[src/rtl/uart_tx_fifo.sv]
// UART transmitter fed by a small circular word FIFO.
// Frames are start bit, NUM_DATA_BITS data bits LSB first, then one stop bit.
module uart_tx_fifo #(
  parameter int CLKS_PER_BIT  = 217,
  parameter int NUM_DATA_BITS = 8,
  parameter int FIFO_DEPTH    = 4
) (
  input  logic                          i_clk,
  input  logic                          i_rst,
  input  logic                          i_txValid,
  input  logic [NUM_DATA_BITS-1:0]      i_txByte,
  output logic                          o_txReady,
  output logic                          o_tx,
  output logic                          o_txActive,
  output logic                          o_txDone,
  output logic [$clog2(FIFO_DEPTH):0]   o_fifoCount
);

  localparam int PW = $clog2(FIFO_DEPTH);
  localparam int CW = $clog2(CLKS_PER_BIT);
  localparam int BW = $clog2(NUM_DATA_BITS);
  localparam logic [CW-1:0] CLK_LAST = CW'(CLKS_PER_BIT - 1);
  localparam logic [BW-1:0] BIT_LAST = BW'(NUM_DATA_BITS - 1);
  localparam logic [PW:0]   FULL     = (PW + 1)'(FIFO_DEPTH);

  typedef enum logic [1:0] {IDLE, START, DATA, STOP} state_t;

  state_t                   state_q, state_d;
  logic [CW-1:0]            clk_cnt_q, clk_cnt_d;
  logic [BW-1:0]            bit_cnt_q, bit_cnt_d;
  logic [NUM_DATA_BITS-1:0] shift_q, shift_d;
  logic                     tx_q, tx_d;
  logic                     done_q, done_d;
  logic [PW-1:0]            wr_ptr_q, wr_ptr_d;
  logic [PW-1:0]            rd_ptr_q, rd_ptr_d;
  logic [PW:0]              count_q, count_d;
  logic [NUM_DATA_BITS-1:0] mem_q [FIFO_DEPTH];
  logic                     push;
  logic                     pop;

  // Ready depends only on the registered count, so a full FIFO refuses a push
  // even when the serializer pops on the same edge.
  assign o_txReady   = (count_q != FULL);
  assign push        = i_txValid && o_txReady;
  assign o_tx        = tx_q;
  assign o_txDone    = done_q;
  assign o_txActive  = (state_q != IDLE);
  assign o_fifoCount = count_q;

  always_ff @(posedge i_clk) begin
    if (push) begin
      mem_q[wr_ptr_q] <= i_txByte;
    end
  end

  always_comb begin
    wr_ptr_d = wr_ptr_q;
    rd_ptr_d = rd_ptr_q;
    count_d  = count_q;
    if (push) begin
      wr_ptr_d = wr_ptr_q + PW'(1);
    end
    if (pop) begin
      rd_ptr_d = rd_ptr_q + PW'(1);
    end
    case ({push, pop})
      2'b10:   count_d = count_q + (PW + 1)'(1);
      2'b01:   count_d = count_q - (PW + 1)'(1);
      default: count_d = count_q;
    endcase
  end

  // The line value is computed for the state being entered, so o_tx changes
  // on the same edge as the state transition and stays a plain flop output.
  always_comb begin
    state_d   = state_q;
    clk_cnt_d = clk_cnt_q;
    bit_cnt_d = bit_cnt_q;
    shift_d   = shift_q;
    tx_d      = tx_q;
    done_d    = 1'b0;
    pop       = 1'b0;
    case (state_q)
      IDLE: begin
        tx_d = 1'b1;
        if (count_q != '0) begin
          pop       = 1'b1;
          shift_d   = mem_q[rd_ptr_q];
          clk_cnt_d = '0;
          bit_cnt_d = '0;
          state_d   = START;
          tx_d      = 1'b0;
        end
      end
      START: begin
        if (clk_cnt_q == CLK_LAST) begin
          clk_cnt_d = '0;
          state_d   = DATA;
          tx_d      = shift_q[0];
        end else begin
          clk_cnt_d = clk_cnt_q + CW'(1);
        end
      end
      DATA: begin
        if (clk_cnt_q == CLK_LAST) begin
          clk_cnt_d = '0;
          shift_d   = {1'b0, shift_q[NUM_DATA_BITS-1:1]};
          if (bit_cnt_q == BIT_LAST) begin
            state_d = STOP;
            tx_d    = 1'b1;
          end else begin
            bit_cnt_d = bit_cnt_q + BW'(1);
            tx_d      = shift_q[1];
          end
        end else begin
          clk_cnt_d = clk_cnt_q + CW'(1);
        end
      end
      STOP: begin
        if (clk_cnt_q == CLK_LAST) begin
          clk_cnt_d = '0;
          state_d   = IDLE;
          done_d    = 1'b1;
        end else begin
          clk_cnt_d = clk_cnt_q + CW'(1);
        end
      end
      default: state_d = IDLE;
    endcase
  end

  always_ff @(posedge i_clk or posedge i_rst) begin
    if (i_rst) begin
      state_q   <= IDLE;
      clk_cnt_q <= '0;
      bit_cnt_q <= '0;
      shift_q   <= '0;
      tx_q      <= 1'b1;
      done_q    <= 1'b0;
      wr_ptr_q  <= '0;
      rd_ptr_q  <= '0;
      count_q   <= '0;
    end else begin
      state_q   <= state_d;
      clk_cnt_q <= clk_cnt_d;
      bit_cnt_q <= bit_cnt_d;
      shift_q   <= shift_d;
      tx_q      <= tx_d;
      done_q    <= done_d;
      wr_ptr_q  <= wr_ptr_d;
      rd_ptr_q  <= rd_ptr_d;
      count_q   <= count_d;
    end
  end

endmodule

[config.mk]
export PLATFORM = sky130hd
export DESIGN_NAME = uart_tx_fifo
export DESIGN_NICKNAME = d
export VERILOG_FILES = /design/src/rtl/uart_tx_fifo.sv
export SDC_FILE = /design/constraint.sdc
export NUM_CORES = 1
export LEC_CHECK = 0
export ABC_AREA = 1
export CORE_UTILIZATION = 61
export CTS_BUF_LIST = sky130_fd_sc_hd__clkbuf_8
export DETAILED_ROUTE_END_ITERATION = 8
export MAX_ROUTING_LAYER = met4
export PLACE_DENSITY = 0.82
export SLEW_MARGIN = 20
export SYNTH_ARGS = -nofsm -noshare
export SYNTH_HDL_FRONTEND = slang
export SYNTH_SLANG_ARGS = --single-unit
export TNS_END_PERCENT = 20
[constraint.sdc]
create_clock -name i_clk -period 2.6 [get_ports i_clk]
set_input_delay 0.78 -clock i_clk [delete_from_list [all_inputs] [get_ports i_clk]]
set_output_delay 0.78 -clock i_clk [all_outputs]
set_load 0.03 [all_outputs]
==> results of run 1 <==
## registers in the layout, summed over array words and instances, names as in the netlist
name and cells:
clk_cnt_q 8, shift_q 8, bit_cnt_q 3, wr_ptr_q 2, o_txDone 1, state_q 2, o_tx 1, rd_ptr_q 2
mem_q 32, o_fifoCount 3
## kinds of logic after synthesis
kind of cell | share of synthesized area (%)
AOI/OAI and AO/OA | 3.45
and+or+nand+nor | 26.1
buffers and inverters | 5.13
xor gates and xnor gates | 1.18
adders and majority gates | 6.56
DFF | 57.6
## power breakdown
group          internal, mW  total [mW]  switching (mW)
clock                 0.534       0.904           0.370
combinational         0.182       0.475           0.293
sequential             1.18        1.24          0.0565
## metal layers
layer / GRT usage, % / vias up
met1: 27.8 / 1029
li1: - / 1098
met4: 9.59 / 0
met3: 6.33 / 8
met5: - / -
met2: 38.9 / 45
## worst paths after layout
kind,start,to,slack [ns],cells past startpoint
max reg2reg,state_q[1],o_fifoCount[2],0.54,10
max in group asynchronous,i_rst,o_tx,1.47,3
max,state_q[0],o_txActive,0.17,4
min reg2reg,shift_q[0],shift_q[0],0.47,2
min in group asynchronous,i_rst,wr_ptr_q[1],0.82,3
min,shift_q[0],shift_q[0],0.47,2
## Yosys cell counts, drive strengths merged
| library cell | count |
|---|---|
| nand2 | 123 |
| edfxtp | 32 |
| dfrtp | 29 |
| inv | 29 |
| nand3 | 29 |
| nor2 | 25 |
| ha | 14 |
| a21oi | 9 |
| nand4 | 7 |
| o21ai | 7 |
| buf | 4 |
| clkbuf | 3 |
| xor2 | 3 |
| a21o | 1 |
| clkinv | 1 |
| dfstp | 1 |
| fa | 1 |
| nor3 | 1 |
| or2 | 1 |
| xnor2 | 1 |
## per-stage QoR
step                area [µm²]  setup WS (ns)  power [mW]  hold WS (ns)
finish                    3450          0.174        2.62         0.472
global route              3450         0.0853        2.74         0.491
CTS                       3440         0.0631        2.65         0.475
detailed placement        3230          0.193        1.73         0.458
global placement          3230          0.248        1.71         0.455
floorplan                 2970          0.277        1.54         0.442
## critical path: cells and delay by family (launching register included)
kind / cells / cell delay [ns]
flops: 1 / 0.40
buf+inv: 3 / 0.67
fa+ha+maj: 1 / 0.25
## cell type report
class / instances / area (µm²)
Inverter: 30 / 113
Tap cell: 54 / 67.6
Fill cell: 345 / 1250
Sequential cell: 62 / 1710
Clock buffer: 9 / 124
Clock inverter: 7 / 88.8
Multi-Input combinational cell: 222 / 1110
Timing Repair Buffer: 25 / 231
## what timing repair did
item,CTS,global route
gates resized for setup,1,1
endpoints found under the setup margin,1,1
hold buffers,0,0
==> results.txt, run 1 <==
The flow ran to the end, and the final reports show no timing, DRC or antenna violations. Synthesis inferred 62 register bits. In the layout the commonest cells are 121 x sky130_fd_sc_hd__nand2_1, 32 x sky130_fd_sc_hd__edfxtp_1, 29 x sky130_fd_sc_hd__dfrtp_1, 28 x sky130_fd_sc_hd__inv_1, 27 x sky130_fd_sc_hd__nand3_1. The clock edge transition at the registers on the reported setup and hold paths is 0.07 ns. The library cell used most frequently in the layout, excluding fill and tap cells, is sky130_fd_sc_hd__nand2_1. The leakage power came out at 1.60 nW. The tool flagged a number of max-cap violations equal to 0. The routability congestion estimate from global placement is 0.791.

The cell count after synthesis came out at 321. The worst setup path is captured at a primary output. The number of nets in the layout is 376. In this run the worst hold path is classified as reg -> reg.

The highest achievable clock rate is 412 MHz. The number of primary I/O pins is 18. By area the synthesized netlist is led by sky130_fd_sc_hd__edfxtp_1 32%, sky130_fd_sc_hd__dfrtp_1 24%, sky130_fd_sc_hd__nand2_1 15%. The total half-perimeter wirelength after legalization and detailed placement came out at 3510 µm. In this run the worst path has a maximum fanout of 4. The first global-routing pass estimated 8740 µm of wire. The final setup skew is 0.00515 ns.

The sum of met2 wire segment lengths after detailed routing came out at 2650 µm. After detailed routing, no signal wire sits above met4. The worst path needs 2.43 ns of the cycle, external delays included. The number of pins with negative max-slew slack in the final report is 0.

By instance count, the cell type seen most on the critical path is sky130_fd_sc_hd__inv_1. The portion of the post-synthesis area used by sequential elements came out at 57.6%. The CTS tree is yes.

Including well taps, the total number of placed cells is 393. Measured along the y axis, the die boundary spans 71.8 µm. The maximum number of pins on one net before global-route repair is 31.

The maximum single-stage delay on the critical path came out at 0.42 ns. The combined area of all synthesized cells came out at 0.00297 mm². The ratio of cells with drive above 1 in the final layout came out at 9.01%.

The clock latency of the later-clocked register in the worst-skew pair came out at 0.34 ns. For this run, the detailed router's first-pass iteration total came to 4. The die area is 0.00516 mm². Traced cell by cell, the critical path runs through inv_1 > ha_1 > inv_1 > dlygate4sd2_1. The critical path in this run is classified as reg -> out. The buffers inserted during post-CTS setup optimization came out at 0. Setup total negative slack on the finished layout was measured at 0 ns. In the final routed layout, each cell accounts on average for 12.8 µm. Dividing total power by cell area gives a power density of 760 mW/mm².

The critical path data arrival time came out at 1.65 ns. The global routing usage summed across all routing layers is 23.7%. The root cell of the clock tree is sky130_fd_sc_hd__clkbuf_8.

The port buffer count came out at 17. The number of global-route vias before repair came out at 1980. The post-synth net total is 347. For this design, the slowest cell found on the critical path is sky130_fd_sc_hd__dlygate4sd2_1.

CTS built an H-tree with a depth of 3. The initial core utilization came out at 63.4%. The utilization of the core after routing is 73.4%. Buffers inserted during clock tree synthesis total 9. The critical path required time is 1.82 ns. The number of antenna violations at the first check in global routing was 0. Counting every sink on the clock net gives 62.

The worst pin sits at a relative slew slack of 67.3%. Dividing the detail-routed via count by the number of cells gives 5.33. The total number of yosys warnings is 0. The number of buffers between clock root and the deepest sink is 2. The final cell count without fillers came out at 409. Dividing the final minimum period by the clock period gives 93.3%. The average footprint of a synthesized cell is 9.27 µm². The total detailed-routing wirelength came out at 5240 µm. The horizontal extent of the die is 71.8 µm. The first-iteration detailed-routing DRC count came out at 139.

The remaining antenna violation count is 0. The total met3 wirelength after detailed routing is 217 µm. The hold violation count in the final report is 0. Setup repair after global routing left no endpoint under its margin.

The highest ir drop seen on vdd is 526 µV. Setup violations remaining at the end of the flow were counted as 0. The detailed router put a total of 2300 µm of wire on met1. The DRC violation count after routing is 0.

The fraction of synthesized cell area taken by the top area cell type is 32.3%. The biggest area contributor in the post-synthesis netlist is sky130_fd_sc_hd__edfxtp_1. The actual transition at the worst max-transition pin came out at 0.488 ns. The number of rows in the core area is 25. The count of vias placed by the detailed router came out at 2180.

The worst setup path is launched from a register. The repair_antennas step left the layout with diodes totalling 0. The total congestion overflow is 0. Compared with the post-synthesis result, the final layout area differs by 15.9%. The area of the core region came out at 0.00469 mm². Synthesis instantiated 28 different standard cells from the library.
No activity file was read; power rests on OpenSTA's default activity.
==> run 2: changes to the inputs <==
- REMOVE_ABC_BUFFERS: unset -> 1
- SLEW_MARGIN: 20 -> 0
==> run 2 against run 1 <==
Compared with the run above:
- routed wire length up 2.1%
- core utilization down 0.21 points
- critical path depth down 1
- total power down 0.87%
- non-clock buffer count unchanged
- maximum frequency down 1.7%
- global-route usage up 0.71 points
- die area unchanged
==> results.txt, run 2 (same netlist as run 1, synthesis figures left out) <==
After detailed routing, the average wire length per cell comes to 13.1 µm. The leakage power is 1.59 nW. The actual transition at the worst max-transition pin is 0.464 ns. The CTS tree is yes.

The port buffer count is 17. In the final layout, the registers with the most flip-flops are mem_q (32), clk_cnt_q (8), shift_q (8). The clock net in this run drives a total of 62 sinks.

The total iterations of the first detailed-routing run came out at 4. The DRC violation count after routing is 0. Detailed routing inserted a total of 2127 vias.

The highest achievable clock rate came out at 405 MHz. The clock edge transition at the registers on the reported setup and hold paths came out at 0.07 ns. The number of rows in the core area is 25. Subtracting the final worst setup slack from the clock period gives 2.47 ns. For this run the aggregate overflow at the end of global routing stands at 0. Leaving out fill and tap cells, the most frequent cell in the layout is sky130_fd_sc_hd__nand2_1. The remaining antenna violation count came out at 0. The worst hold path belongs to the class reg -> reg. Data on the critical path is required at its endpoint by 1.82 ns. The critical path startpoint category is a register. The final cycle utilization of the critical path came out at 94.9%. The ratio of cells with drive above 1 in the final layout came out at 8.17%. The critical path data arrival time is 1.69 ns. The maximum number of pins on one net before global-route repair is 31. The area of all placed cells without fillers is 0.00344 mm². The worst slew margin relative to its limit came out at 68.9%.

The number of primary I/O pins came out at 18. The family of cells with the greatest summed delay on the critical path is buffers and inverters. The number of buffers between clock root and the deepest sink is 2.

The buffers inserted during post-CTS setup optimization came out at 0. The clock tree synthesis step divided the H-tree into 3 levels. Setup repair after global routing left no endpoint under its margin. The first-iteration detailed-routing DRC count is 128. STA classifies the critical path endpoint as a primary output. The total detailed-routing wirelength is 5350 µm. More flip-flops sit in one register than any other, and that register is mem_q. The tool flagged a number of max-cap violations equal to 0.

The die height is 71.8 µm. The area of the core region is 0.00469 mm². The number of nets in the layout came out at 376. Together, buffers and inverters on the worst path number 1.

The power per unit of standard cell area is 756 mW/mm². The final setup TNS is 0 ns. The clock arrives with 0.00862 ns of skew.

The register with the most flip-flops in the layout has 32 of them. The maximum fanout encountered on the critical timing path came out at 4. In the layout the commonest cells are 121 x sky130_fd_sc_hd__nand2_1, 32 x sky130_fd_sc_hd__edfxtp_1, 29 x sky130_fd_sc_hd__inv_1, 29 x sky130_fd_sc_hd__dfrtp_1, 27 x sky130_fd_sc_hd__nand3_1.

The die area came out at 0.00516 mm². The startpoint-to-endpoint class of the critical path is reg -> out. The routability congestion estimate from global placement is 0.801. The setup violation total in the final timing report came out at 0.

The root cell of the clock tree is sky130_fd_sc_hd__clkbuf_8. Dividing the detail-routed via count by the number of cells gives 5.20. The number of antenna violations at the first check in global routing is 0. The total half-perimeter wirelength after legalization and detailed placement is 3630 µm. The wire length of the first global-routing pass came out at 8990 µm. The initial core utilization came out at 63.4%. Compared with the post-synthesis result, the final layout area differs by 15.5%. The number of global-route vias before repair came out at 2001. The number of pins with negative max-slew slack in the final report came to 0.

On the critical path, the stage with the largest delay is an instance of sky130_fd_sc_hd__clkdlybuf4s50_1. The hold violation count in the final report came out at 0. The critical path goes through nor2_1 > nand2_1 > clkdlybuf4s50_1.

The antenna diode count came out at 0. The highest ir drop seen on vdd is 665 µV. The run finished with clean final reports. The maximum single-stage delay on the critical path came out at 0.60 ns. The clock latency of the later-clocked register in the worst-skew pair is 0.34 ns.

Measured along the x axis, the die boundary spans 71.8 µm. The total CTS buffers came out at 9. In this run the cell area measured after placement is 0.00323 mm². The global routing usage summed across all routing layers is 24.4%.
## run 2: power breakdown
group	internal, mW	switching [mW]
clock network	0.526	0.368
logic	0.179	0.285
registers	1.18	0.0548
## run 2: area by class of cell
cell class	count	area (µm²)
fillers	353	1260
clock buffers	9	124
repair buffers	25	229
multi-input cells	222	1110
clock inverters	7	81.3
well taps	54	67.6
flip-flops and latches	62	1710
inverters	30	113
## run 2: final timing paths
check	start	endpoint	slack, ns	cells after the start
setup / recovery	o_fifoCount[0]	o_txReady	0.13	3
hold / removal	shift_q[5]	shift_q[5]	0.48	2
setup reg to reg	state_q[1]	o_fifoCount[2]	0.58	10
hold reg to reg	shift_q[5]	shift_q[5]	0.48	2
max in group asynchronous	i_rst	o_tx	1.47	3
min in group asynchronous	i_rst	o_fifoCount[0]	0.82	3
## run 2: routing by layer
layer	wire [µm]	GRT usage, %	part of all wire (%)
met1	2400	28.9	45
met2	2670	39.6	50
met3	171	5.06	3.2
met4	114	12.4	2.1
met5	0	-	0
## run 2: worst register-to-register path, cell delays in order, from the launching register on
cell	delay (ns)
sky130_fd_sc_hd__dfrtp_1	0.43
sky130_fd_sc_hd__inv_1	0.13
sky130_fd_sc_hd__ha_1	0.22
sky130_fd_sc_hd__nand2_1	0.09
sky130_fd_sc_hd__inv_1	0.08
sky130_fd_sc_hd__ha_1	0.14
sky130_fd_sc_hd__inv_1	0.06
sky130_fd_sc_hd__fa_1	0.37
sky130_fd_sc_hd__a21oi_1	0.14
sky130_fd_sc_hd__o21ai_0	0.11
sky130_fd_sc_hd__xor2_1	0.15
## run 2: repair_timing
item,CTS,global route
hold buffers,0,0
resized for setup,1,0
endpoints found under the setup margin,1,0
## run 2: stage by stage
step	power (mW)	setup WS, ns	utilization, %	instances	hold WS [ns]
floorplan	1.54	0.277	-	314	0.442
global route	2.71	0.0799	73.2	409	0.492
global placement	1.71	0.255	68.9	393	0.453
detailed placement	1.73	0.226	68.9	393	0.464
finish	2.60	0.132	73.2	409	0.477
CTS	2.62	0.107	73.2	409	0.479
==> run 3: changes to the inputs <==
- ABC_AREA: 1 -> unset
- CORE_UTILIZATION: 61 -> 55
- PLACE_DENSITY: 0.82 -> 0.78
- clock period: 2.6 -> 2 ns (I/O delays scaled with it)
==> run 3 against run 2 <==
Compared with the run above:
- clock-buffer cell count unchanged
- first-iteration DRC count increased by 18%
- sequential cell count unchanged
- non-clock buffer count increased by 18
- critical path type unchanged
==> results.txt, run 3 <==
The final cycle utilization of the critical path is 98.4%. The minimum clock period after layout came out at 1.97 ns. In this run the tool buffered the top-level ports with 17 buffer cells. The critical path required time came out at 1.40 ns.

The total iterations of the first detailed-routing run is 4. In the final layout, the registers with the most flip-flops are mem_q (32), clk_cnt_q (8), shift_q (8). The area taken by flip-flops and latches is 0.00172 mm². The number of rows in the core area came out at 25.

Leaving out fill and tap cells, the most frequent cell in the layout is sky130_fd_sc_hd__edfxtp_1. The critical path is of the reg -> out type. From left edge to right edge, the die measures 74.4 µm.

The clock net sink count came out at 62. The average footprint of a synthesized cell came out at 13.7 µm². The number of flops mapped to enable cells by yosys came out at 32. For this run, the slowest stage of the critical path takes 0.55 ns. The number of antenna violations at the first check in global routing came out at 0.

The fraction of registers with async set/reset is 48.4%. The max-capacitance violation count is 0. TritonCTS built the clock tree. Buffers inserted during clock tree synthesis total 9. The cts-stage hold buffer count is 0. After synthesis, the largest family of logic cells by area is simple AND/OR/NAND/NOR gates. The number of primary I/O pins is 18. The antenna diode count is 0. The total detailed-routing wirelength came out at 5150 µm. The final setup skew is 0.00779 ns.

The top cell types in the final layout, fill and taps aside, are 32 x sky130_fd_sc_hd__edfxtp_1, 28 x sky130_fd_sc_hd__buf_4, 27 x sky130_fd_sc_hd__dfrtp_1, 17 x sky130_fd_sc_hd__o21ai_0, 16 x sky130_fd_sc_hd__nand3_1. In this run the clock root is driven by a sky130_fd_sc_hd__clkbuf_8. The fraction of the mapped netlist area in simple logic gates is 11.5%.

The adder-cell share of the synthesized area is 6.77%. The buffers inserted during post-CTS setup optimization came out at 0. The count of vias placed by the detailed router came out at 1861. The worst slew margin relative to its limit is 68.6%.

The die height came out at 74.4 µm. Counting both buffers and inverters, the worst setup path holds a total of 2. The number of pins with negative max-slew slack in the final report is 0.

The kind of end point of the critical path is a primary output. Dividing the detail-routed via count by the number of cells gives 5.67. The number of global-route vias before repair was 1773. The combined area of all synthesized cells came out at 0.00288 mm². The total congestion overflow came out at 0. The CTS H-tree depth came out at 3.

Summed over all cells, the static leakage comes to 1.47 nW. The initial core utilization came out at 59.1%. The multi-input combinational cell area is 0.00115 mm². The actual transition at the worst max-transition pin is 0.471 ns.

The register with the most flip-flops in the layout has 32 of them. The worst setup path is launched from a register. Setup repair after global routing could not meet its margin everywhere. Summed over its instances, the top area cell type makes up 33.3% of the synthesized netlist area.

The total number of yosys warnings is 0. For this design the ratio of total power to cell area is 989 mW/mm². The placed standard-cell area is 0.00328 mm². From synthesis to final layout, the design area changed by 23.9%. The run finished with clean final reports.

In the post-synthesis netlist, the biggest area contributors are sky130_fd_sc_hd__edfxtp_1 33%, sky130_fd_sc_hd__dfrtp_1 25%, sky130_fd_sc_hd__mux4_2 6.2%. In the synthesized netlist the dominant register cell turns out to be sky130_fd_sc_hd__edfxtp_1. Multiplexer cells account for 9.80% of the synthesized area. The clock latency of the later-clocked register in the worst-skew pair is 0.35 ns. The highest achievable clock rate came out at 508 MHz.

The highest ir drop seen on vdd is 856 µV. The maximum fanout encountered on the critical timing path is 6. At the end of the flow the core is filled with cells to 73.2%. The critical path data arrival time came out at 1.37 ns. The wire length of the first global-routing pass is 8400 µm. In the final routed layout, each cell accounts on average for 15.7 µm. The post-synthesis instance total is 211. The remaining antenna violation count came out at 0. The die area came out at 0.00554 mm².

The synthesized design contains 62 register bits. Walking the worst path, the cells encountered are nand3_2 > buf_4 > buf_4. The area of the core region is 0.00488 mm². The family of cells with the greatest summed delay on the critical path is flip-flops. The final setup TNS is 0 ns.

The share of the Yosys chip area taken by registers is 59.4%. In this run, the number of DRC markers left after iteration 0 of detailed routing was 151. sky130_fd_sc_hd__edfxtp_1 is the most common cell in the netlist. After routing the design area is 0.00357 mm². The number of buffers between clock root and the deepest sink is 2. The area share of xor/xnor cells in the synthesized design is 1.82%. The number of inserted filler cells in the final layout came out at 318.

The HPWL after detailed placement is 3620 µm. The number of nets in the layout is 282. The hold violation count in the final report is 0. By count the netlist is led by 32 x sky130_fd_sc_hd__edfxtp_1, 29 x sky130_fd_sc_hd__dfrtp_1, 17 x sky130_fd_sc_hd__nand3_1, 17 x sky130_fd_sc_hd__o21ai_0, 14 x sky130_fd_sc_hd__ha_1. The cell that appears most often on the critical path is sky130_fd_sc_hd__buf_4.

The slowest library cell on the worst path is sky130_fd_sc_hd__dfrtp_1. The maximum number of pins on one net before global-route repair came out at 31. After clock tree synthesis, the clock-pin slew on the worst setup and hold paths is 0.08 ns.

Setup violations remaining at the end of the flow were counted as 0. The congestion estimate from routability-driven global placement came to 0.801. Across every metal layer, demand over resource in global routing totals 22.0%. The biggest area contributor in the post-synthesis netlist is sky130_fd_sc_hd__edfxtp_1.

After detailed routing, the number of remaining DRC violations is 0. The synthesized netlist devotes 7.81% of its cell area to compound gates. mem_q holds more flip-flops than any other register.

In this run the worst hold path is classified as reg -> reg. The post-route netlist has 28.4% of its cells at a drive strength greater than 1. After synthesis, the netlist uses 43 different library cells.
## run 3: cell count changes in the layout (fill, tap and decap cells not counted), sizes merged, moves of 4 or more
cell	previous run	this run
mux2i	0	8
clkdlybuf4s50	16	11
buf	8	28
o21ai	7	17
a31oi	0	4
nand3	29	17
nand4	7	1
nor2	25	4
and3	0	8
nand2	123	6
mux4	0	8
a21oi	9	4
inv	30	13
## run 3: repair_timing
item                                    CTS  global route
hold endpoints to repair                  0             0
cloned                                    0             0
gates resized for setup                  11            12
pin swaps                                 2             2
endpoints found under the setup margin    6             8
## run 3: kinds of logic (layout without fill, tap and decap cells)
logic type / count (synthesis) / after routing
xor gates and xnor gates: 6 / 6
buffers and inverters: 20 / 70
and+or+nand+nor: 54 / 54
AOI/OAI and AO/OA: 36 / 36
DFF: 62 / 62
muxes: 18 / 18
adders and majority gates: 15 / 15
## run 3: worst paths after layout
kind	depth (start not counted)	from	endpoint	slack, ns
max in group asynchronous	3	i_rst	o_tx	0.99
setup / recovery	3	o_fifoCount[2]	o_txReady	0.03
hold reg to reg	1	clk_cnt_q[7]	clk_cnt_q[7]	0.49
hold / removal	1	clk_cnt_q[7]	clk_cnt_q[7]	0.49
setup reg to reg	10	state_q[0]	o_fifoCount[2]	0.08
min in group asynchronous	3	i_rst	wr_ptr_q[0]	0.68
## run 3: through the flow
step | cells | total power, mW | worst slack (ns) | hold WS [ns]
finish | 328 | 3.53 | 0.0320 | 0.492
global route | 328 | 3.68 | -0.0185 | 0.516
CTS | 328 | 3.52 | -0.0802 | 0.490
global placement | 312 | 2.25 | -0.168 | 0.465
detailed placement | 312 | 2.29 | -0.342 | 0.473
floorplan | 202 | 2.01 | -0.330 | 0.445
## run 3: layout make-up
cell class,instances,area share (%)
flip-flops and latches,62,48.0
multi-input cells,129,32.1
repair buffers,43,9.95
clock buffers,9,3.47
clock inverters,7,2.94
well taps,67,2.35
inverters,11,1.16
## run 3: power breakdown
group / internal, mW / total (mW) / switching (mW)
Sequential: 1.55 / 1.68 / 0.132
Combinational: 0.270 / 0.608 / 0.337
Clock: 0.717 / 1.25 / 0.530
## run 3: per-layer routing
layer / GRT usage [%] / up-vias / wire length, µm
met5: - / - / 0
met4: 11.9 / 0 / 132
met3: 5.01 / 14 / 215
met2: 33.7 / 53 / 2510
met1: 27.2 / 908 / 2290
li1: - / 886 / -
==> variant, RTL diff (config.mk and constraints of run 3) <==
The parameter `CLKS_PER_BIT` goes from 217 to 434.
--- a/src/rtl/uart_tx_fifo.sv
+++ b/src/rtl/uart_tx_fifo.sv
@@ -3,3 +3,3 @@
 module uart_tx_fifo #(
-  parameter int CLKS_PER_BIT  = 217,
+  parameter int CLKS_PER_BIT  = 434,
   parameter int NUM_DATA_BITS = 8,
Function: no difference found for any inputs over 10 cycles, from zero or initial values and one cycle with i_rst high; that may be too few to reach the edited logic, so the function may still have changed.
==> variant against run 3 <==
  * Worst setup slack lost 0.013 ns
  * Wire length rose by 11%
  * Global-route usage grew 0.52 points
  * Synthesized area increased by 4.6%
  * Clock skew is 0.0014 ns lower
  * Cell area increased by 3.4%
  * Total power fell by 6.3%
  * Via count is 6.0% higher
  * Die area grew 4.5%
  * Sequential cell count rose by 1
  * Largest cell class unchanged
  * Largest power group unchanged
==> variant: results (changes against run 3) <==
* Post-synth top cells: 32 x edfxtp_1, 30 x dfrtp_1, 21 x inv_1, 17 x mux2_2 (was 32 x edfxtp_1, 29 x dfrtp_1, 17 x nand3_1, 17 x o21ai_0, 14 x ha_1)
* Synth Area in XOR/XNOR at 2.902% (was 1.822%)
* Leakage at 1.573 nW (was 1.465 nW)
* Status: finished, final reports clean (unchanged)
* CP peak stage delay at 0.42 ns (was 0.55 ns)
* DR pass1 iterations at 4 (unchanged)
* Syn Area/Cell at 12.84 um2 (was 13.67 um2)
* Num CTS Buffers at 9 (unchanged)
* Slew HR at 69.91% (was 68.61%)
* Antenna violations before repair at 0 (unchanged)
* GR Util All Layers at 22.52% (was 22.00%)
* Initial DRC count at 65 (was 151)
* Largest net degree at the start of global routing at 32 (was 31)
* Yosys warning count at 0 (unchanged)
* Arrival time at the worst endpoint at 2.24 ns (was 1.37 ns)
* VDD IR max at 0.7448 mV (was 0.8565 mV)
* Critical Path Fanout Max at 4 (was 6)
* Max-cap violations at 0 (unchanged)
* Multiplexer share of the synthesized area at 10.90% (was 9.805%)
* Post-synth ARST share at 49.21% (was 48.39%)
* Final Skew at 0.006382 ns (was 0.007791 ns)
* CP max stage cell: dfrtp_1 (unchanged)
* Drt total wl at 5717 um (was 5149 um)
* Clock Tree Root: clkbuf_8 (unchanged)
* Post-synth cell types at 47 (was 43)
* Post-Place Cells at 343 (was 312)
* Compound-gate portion of the synthesized area at 8.333% (was 7.809%)
* Cts hold-fix bufs at 0 (unchanged)
* Clock latency on the worst-skew pair at 0.34 ns
* Worst path top cell family by delay: adder cells (was flip-flops)
* # H-tree levels at 3 (unchanged)
* Fillers at 369 (was 318)
* NumNets Final at 313 (was 282)
* Register area share after synthesis at 57.59% (was 59.39%)
* Via density at 5.450 (was 5.674)
* Share of cells above drive strength 1 at 31.85% (was 28.35%)
* Hold Path Class: register to register (unchanged)
* Global-route wire length before repair at 9508 um (was 8404 um)
* Routed length per instance at 15.79 um (was 15.70 um)
* Reg clk slew, reported paths at 0.07 ns
* Antenna diodes at 0 (unchanged)
* Post-Synth Adder-Cell Area at 6.468% (was 6.768%)
* Clock tree buffer depth at 2 (unchanged)
* Post-synth EDFFs at 32 (unchanged)
* Biggest regs: mem_q (32), clk_cnt_q (9), shift_q (8) (was mem_q (32), clk_cnt_q (8), shift_q (8))
* Port Buffer Count at 17 (unchanged)
* DP HPWL at 4044 um (was 3619 um)
* Largest cells by area after synthesis: edfxtp_1 32%, dfrtp_1 25%, mux2_2 6.3% (was edfxtp_1 33%, dfrtp_1 25%, mux4_2 6.2%)
* Vias in the first global route at 1949 (was 1773)
* GPL Wtd Cong at 0.8068 (was 0.8010)
[variant: per-layer routing]
| metal | part of all wire, % | track usage, % | wire (um) |
|---|---|---|---|
| met1 | 46 | 27.07 | 2617 |
| met2 | 50 | 36.55 | 2869 |
| met3 | 2.4 | 5.030 | 139 |
| met4 | 1.6 | 10.19 | 91 |
| met5 | 0 | - | 0 |
[variant: final cells by class]
class	instances	area (um2)	share of cell area, %
clock buffers	9	123.9	3.354
clock inverters	7	50.05	1.355
inverters	21	78.83	2.134
multi-input cells	141	1184	32.05
flip-flops and latches	63	1738	47.05
well taps	70	87.58	2.371
repair buffers	51	431.7	11.69
[variant: per-stage QoR]
stage,area [um2],hold WS [ns],utilization [%],setup TNS [ns],setup WS (ns)
global route,3694,0.5281,70.96,-0.08871,-0.07496
CTS,3637,0.4974,69.88,-0.02059,-0.008740
detailed placement,3462,0.4729,66.51,-0.3554,-0.2226
global placement,3462,0.4637,66.51,-0.1779,-0.1653
floorplan,2962,0.4497,-,-2.605,-0.2984
finish,3694,0.4958,70.96,0,0.01896
[variant: repair_timing]
action | in CTS | in global routing
pin swaps | 1 | 5
buffers inserted | 0 | 3
gates resized for setup | 10 | 10
endpoints found under the setup margin | 13 | 11
[variant: worst paths after layout]
path,cells past startpoint,slack [ns],start,to
worst max-delay path,10,0.02,state_q[1],o_fifoCount[2]
worst min-delay path,1,0.50,shift_q[7],shift_q[7]
worst max register to register,10,0.02,state_q[1],o_fifoCount[2]
worst min register to register,1,0.50,shift_q[7],shift_q[7]
max in group asynchronous,3,1.04,i_rst,o_tx
min in group asynchronous,3,0.63,i_rst,wr_ptr_q[1]
[variant: where the power goes]
part           switching, mW  internal (mW)
logic                  0.371          0.308
clock network          0.524          0.448
registers             0.0953           1.56
